## config.mk

```make
export PLATFORM = sky130hd
export DESIGN_NAME = pipe_stage_reg
export DESIGN_NICKNAME = d
export VERILOG_FILES = /design/src/rtl/pipe_stage_reg.sv
export SDC_FILE = /design/constraint.sdc
export NUM_CORES = 1
export LEC_CHECK = 0
export ABC_AREA = 1
export CORE_ASPECT_RATIO = 1.4
export CORE_MARGIN = 8
export CORE_UTILIZATION = 35
export DETAILED_ROUTE_END_ITERATION = 12
export MAX_ROUTING_LAYER = met4
export PLACE_DENSITY = 0.57
export RECOVER_POWER = 100
export SETUP_SLACK_MARGIN = 0.2
export SLEW_MARGIN = 20
export SYNTH_ARGS = -nofsm -noshare
export SYNTH_HDL_FRONTEND = slang
export SYNTH_SLANG_ARGS = --single-unit
```

## constraint.sdc

```tcl
create_clock -name clk -period 1.65 [get_ports clk]
set_input_delay 0.2475 -clock clk [delete_from_list [all_inputs] [get_ports clk]]
set_output_delay 0.2475 -clock clk [all_outputs]
set_load 0.1 [all_outputs]
```

## src/rtl/pipe_stage_reg.sv

```systemverilog
// Two-entry (main + skid) valid/ready pipeline register with registered in_ready and flush.
// Optional stall counter is compiled in when PIPE_STAGE_PERF_EN is defined.
module pipe_stage_reg #(
  parameter int DATA_W = 16,
  parameter int NWORDS = 5,
  parameter int FLAG_W = 2
) (
  input  logic                     clk,
  input  logic                     rst,
  input  logic                     in_valid,
  output logic                     in_ready,
  input  logic [NWORDS*DATA_W-1:0] in_data,
  input  logic [FLAG_W-1:0]        in_flags,
  input  logic                     in_wr_en,
  output logic                     out_valid,
  input  logic                     out_ready,
  output logic [NWORDS*DATA_W-1:0] out_data,
  output logic [FLAG_W-1:0]        out_flags,
  output logic                     out_wr_en,
  input  logic                     flush,
  output logic [1:0]               occupancy
`ifdef PIPE_STAGE_PERF_EN
  ,
  output logic [15:0]              stall_cnt
`endif
);

  localparam int PW = NWORDS * DATA_W;

  logic          main_valid_q, main_valid_d;
  logic          skid_valid_q, skid_valid_d;
  logic [PW-1:0] main_data_q, main_data_d;
  logic [PW-1:0] skid_data_q, skid_data_d;
  logic [FLAG_W-1:0] main_flags_q, main_flags_d;
  logic [FLAG_W-1:0] skid_flags_q, skid_flags_d;
  logic          main_wr_q, main_wr_d;
  logic          skid_wr_q, skid_wr_d;
  logic          push, pop;

  // in_ready comes straight from the skid-valid flop, so it never sees out_ready.
  assign in_ready = ~skid_valid_q;
  assign push     = in_valid & ~skid_valid_q;
  assign pop      = main_valid_q & out_ready;

  always_comb begin
    main_valid_d = main_valid_q;
    skid_valid_d = skid_valid_q;
    main_data_d  = main_data_q;
    main_flags_d = main_flags_q;
    main_wr_d    = main_wr_q;
    skid_data_d  = skid_data_q;
    skid_flags_d = skid_flags_q;
    skid_wr_d    = skid_wr_q;
    if (flush) begin
      main_valid_d = 1'b0;
      skid_valid_d = 1'b0;
    end else if (skid_valid_q) begin
      if (pop) begin
        main_data_d  = skid_data_q;
        main_flags_d = skid_flags_q;
        main_wr_d    = skid_wr_q;
        skid_valid_d = 1'b0;
      end
    end else if (main_valid_q) begin
      if (push && pop) begin
        main_data_d  = in_data;
        main_flags_d = in_flags;
        main_wr_d    = in_wr_en;
      end else if (push) begin
        skid_data_d  = in_data;
        skid_flags_d = in_flags;
        skid_wr_d    = in_wr_en;
        skid_valid_d = 1'b1;
      end else if (pop) begin
        main_valid_d = 1'b0;
      end
    end else if (push) begin
      main_data_d  = in_data;
      main_flags_d = in_flags;
      main_wr_d    = in_wr_en;
      main_valid_d = 1'b1;
    end
  end

  always_ff @(posedge clk or negedge rst) begin
    if (!rst) begin
      main_valid_q <= 1'b0;
      skid_valid_q <= 1'b0;
      main_data_q  <= '0;
      main_flags_q <= '0;
      main_wr_q    <= 1'b0;
      skid_data_q  <= '0;
      skid_flags_q <= '0;
      skid_wr_q    <= 1'b0;
    end else begin
      main_valid_q <= main_valid_d;
      skid_valid_q <= skid_valid_d;
      main_data_q  <= main_data_d;
      main_flags_q <= main_flags_d;
      main_wr_q    <= main_wr_d;
      skid_data_q  <= skid_data_d;
      skid_flags_q <= skid_flags_d;
      skid_wr_q    <= skid_wr_d;
    end
  end

  assign out_valid = main_valid_q;
  assign out_data  = main_data_q;
  assign out_flags = main_flags_q;
  assign out_wr_en = main_wr_q & main_valid_q;
  assign occupancy = {1'b0, main_valid_q} + {1'b0, skid_valid_q};

`ifdef PIPE_STAGE_PERF_EN
  logic [15:0] stall_q, stall_d;

  always_comb begin
    stall_d = stall_q;
    if (flush) begin
      stall_d = '0;
    end else if (main_valid_q && !out_ready && stall_q != 16'hFFFF) begin
      stall_d = stall_q + 16'd1;
    end
  end

  always_ff @(posedge clk or negedge rst) begin
    if (!rst) begin
      stall_q <= '0;
    end else begin
      stall_q <= stall_d;
    end
  end

  assign stall_cnt = stall_q;
`endif

endmodule

```

==> PnR_summary.wiki <==
{| class="wikitable"
! Metric !! Value
|-
| Width of the die || 141 µm
|-
| Final hold violations || 0
|-
| TritonCTS Buffers || 17
|-
| Portion of total power attributed to combinational logic || 46.1%
|-
| DRC errors left || 0
|-
| Worst EP arrival || 1520 ps
|-
| Chip Height || 192 µm
|-
| Via/cell ratio || 4.94
|-
| Level count of the clock H-tree || 4
|-
| Worst vdd ir || 0.000753 V
|-
| Shortest period the worst path allows || 1770 ps
|-
| Proportion of power drawn by flip-flops and latches || 33.0%
|-
| Post-route total power || 0.0184 W
|-
| Proportion of total power due to net switching || 43.8%
|-
| Post-DR wirelength/cell || 18.2 µm
|-
| Power per Cell Area || 1490 nW/µm²
|-
| Largest incremental delay on the critical path || 520 ps
|-
| Count of buffers inserted at the top-level ports || 174
|-
| Total iterations of the first detailed-routing run || 5
|-
| Flops & latches, synth || 168
|-
| DP HPWL || 14400 µm
|-
| Violated checks || negative setup slack
|-
| Flop2flop setup slack || -100 ps
|-
| Main area contributors after synthesis || sky130_fd_sc_hd__dfrtp_1, sky130_fd_sc_hd__nand2_1, sky130_fd_sc_hd__o21ai_0
|-
| Pre-CTS worst setup slack || -99.0 ps
|-
| Number of sinks handled by clock tree synthesis || 168
|-
| Element type at the critical path start || flop
|-
| Cell count after placement || 1358
|-
| # fillers || 1907
|-
| Count of final max-slew check failures || 0
|-
| Final Skew || 9.08 ps
|-
| Final number of setup-violating endpoints || 162
|-
| Cell area after layout || 12400 µm²
|-
| Net load switching power || 0.00807 W
|-
| WS Path Type || reg2out
|-
| Post-placement cell area || 10700 µm²
|-
| Number of warnings printed during yosys synthesis || 0
|-
| CTS tree || done
|-
| Synth Area per Inst || 8.30 µm²
|-
| Max-Slew Margin vs Limit || 38.9%
|-
| Antenna Violating Nets Remaining || 0
|-
| Share of post-route cells with drive strength above 1 || 21.6%
|-
| Crit-path max FO || 3
|-
| Remaining global-route overflow || 0
|-
| Area Growth Syn to Fin || 60.4%
|-
| Total Die Area || 27100 µm²
|-
| Period utilization || 107%
|-
| Series of cell instances along the critical path || buf_12, inv_16, ha_4, buf_12
|-
| Top cell family by delay on the critical path || flip-flops
|-
| Iteration-0 DRC Markers || 580
|-
| Status || finished with violations
|-
| Mapped cell area || 7710 µm²
|-
| Critical Path End Type || output pin
|-
| Count of antenna diodes in the layout || 0
|-
| Sum of buffers and inverters on the critical path || 3
|-
| Slew at the pin closest to its max-slew limit || 916 ps
|-
| Clock latency at the later pin of the worst-skew pair || 430 ps
|-
| Number of distinct library cell variants in the gate-level netlist after synthesis || 20
|-
| Synth top area share || 54.5%
|-
| Clk buf depth || 2
|-
| Initial cell density of the core || 35.4%
|-
| Count of non-filler cells in the finished layout || 1435
|-
| Part of the total power dissipated in the clock network || 20.9%
|-
| Leakage power || 5.93 nW
|-
| Number of antenna violations at the first check in global routing || 0
|-
| Worst path most repeated cell || sky130_fd_sc_hd__buf_12
|-
| Register clock-pin slew on the reported worst setup and hold paths || 70 ps
|-
| Pin count of the biggest net entering global routing || 67
|-
| RSZ-0062 raised after global routing || true
|-
| Standard-cell rows || 64
|-
| Data required, critical path || 1400 ps
|-
| First-pass GRT wire length || 38600 µm
|-
| Cell at the root of the clock tree || sky130_fd_sc_hd__clkbuf_16
|-
| Vias in the first global route || 6873
|-
| Cell count after synthesis || 929
|-
| Overall routing resource usage || 18.9%
|-
| Total vias in the final route || 7089
|-
| Critical path's slowest cell || sky130_fd_sc_hd__dfrtp_4
|-
| Final core occ || 56.7%
|-
| Wirelength, routed || 26100 µm
|-
| Synthesized netlist net count || 1020
|-
| Number of ports placed on the die boundary || 175
|-
| Sequential-to-total area share from yosys stat || 54.5%
|-
| Routability cong. || 0.806
|-
| Highest clock rate || 566 MHz
|-
| Worst hold-check path type || in2async
|-
| Internal cell power || 0.0103 W
|-
| Max Cap Viol || 0
|-
| Nets || 1216
|-
| Synth area leader || sky130_fd_sc_hd__dfrtp_1
|-
| Setup WS post-layout || -118 ps
|-
| Floorplan core area || 21800 µm²
|}
-- area by class of cell --
cell class	count	area, µm²	share of cell area, %
clock buffer	19	453	3.66
clock inverter	13	111	0.901
inverter	88	350	2.83
multi-input combinational	600	2920	23.6
sequential	168	4210	34.1
tap	297	372	3.01
timing repair buffer	250	3940	31.9
-- path summary, 6_finish.rpt --
kind | cells past startpoint | endpoint | from
max in group asynchronous | 3 | skid_data_q[78] | rst
min reg2reg | 2 | skid_data_q[52] | skid_data_q[52]
min | 2 | skid_data_q[26] | rst
min in group clk | 3 | skid_data_q[76] | in_data[76]
max reg2reg | 11 | out_flags[0] | skid_valid_q
max | 4 | occupancy[0] | skid_valid_q
-- routing by layer --
metal,GRT usage (%),vias to the layer above,wire [µm]
met1,23.2,3429,10800
met2,31.4,227,13700
met3,2.99,25,1210
met4,6.42,0,411
li1,-,3408,-
met5,-,-,0
-- cell usage after synthesis --
cell                       instances
sky130_fd_sc_hd__nand2_1         340
sky130_fd_sc_hd__dfrtp_1         168
sky130_fd_sc_hd__o21ai_0         105
sky130_fd_sc_hd__inv_1            87
sky130_fd_sc_hd__nand4_1          83
sky130_fd_sc_hd__o21ai_1          61
sky130_fd_sc_hd__buf_2            26
sky130_fd_sc_hd__buf_4            19
sky130_fd_sc_hd__clkbuf_1         16
sky130_fd_sc_hd__buf_6            11
sky130_fd_sc_hd__ha_1              3
sky130_fd_sc_hd__a21oi_1           2
sky130_fd_sc_hd__a21oi_2           1
sky130_fd_sc_hd__buf_1             1
sky130_fd_sc_hd__inv_2             1
sky130_fd_sc_hd__nand3_1           1
sky130_fd_sc_hd__nand3_2           1
sky130_fd_sc_hd__nor2_1            1
sky130_fd_sc_hd__nor2_2            1
sky130_fd_sc_hd__nor3_1            1
-- sequential cells by signal (all words and copies together), names as in the netlist --
register / flops
main_wr_q: 1
skid_data_q: 80
out_data: 80
out_valid: 1
skid_valid_q: 1
out_flags: 2
skid_flags_q: 2
skid_wr_q: 1
-- logic make-up after synthesis --
logic type | synth area share (%)
AO/OA/AOI/OAI | 11.0
adder cells (fa/ha/maj) | 0.487
buffers and inverters | 10.3
flip-flops | 54.5
AND/OR/NAND/NOR | 23.7
-- layout by cell type (no fill, tap or decap), types with 4 or more instances in the layout --
master                              n
sky130_fd_sc_hd__nand2_1          317
sky130_fd_sc_hd__buf_6             20
sky130_fd_sc_hd__dfrtp_1          166
sky130_fd_sc_hd__buf_4             10
sky130_fd_sc_hd__nand2_2           20
sky130_fd_sc_hd__clkinv_4           4
sky130_fd_sc_hd__clkdlybuf4s50_1   86
sky130_fd_sc_hd__buf_12           103
sky130_fd_sc_hd__buf_16             9
sky130_fd_sc_hd__nand4_1           83
sky130_fd_sc_hd__o21ai_1           69
sky130_fd_sc_hd__clkbuf_16         29
sky130_fd_sc_hd__o21ai_0           83
sky130_fd_sc_hd__o21ai_2           14
sky130_fd_sc_hd__inv_1             84
sky130_fd_sc_hd__clkinvlp_4         4
-- power by group through the flow --
stage	clock (W)	combinational, W	sequential [W]
finish	0.00385	0.00849	0.00608
global route	0.00411	0.00888	0.00621
CTS	0.00393	0.00834	0.00606
detailed placement	0	0.00804	0.00611
global placement	0	0.00797	0.00609
floorplan	0	0.00147	0.00936
-- what timing repair did --
item,4_1_cts,5_1_grt
buffers inserted,18,1
cloned,10,15
setup endpoints to repair,171,172
hold endpoints to repair,51,0
pin swaps,9,23
hold buffers,1,0
gates resized for setup,38,44
-- stage by stage --
step,hold slack [ps],setup TNS [ps]
after detailed placement,111,-6170
after global placement,110,-1870
after CTS,218,-8000
final,213,-7750
after global routing,227,-16280
after floorplan,-48.1,0
Note: power is estimated with default switching activity, not from simulation.
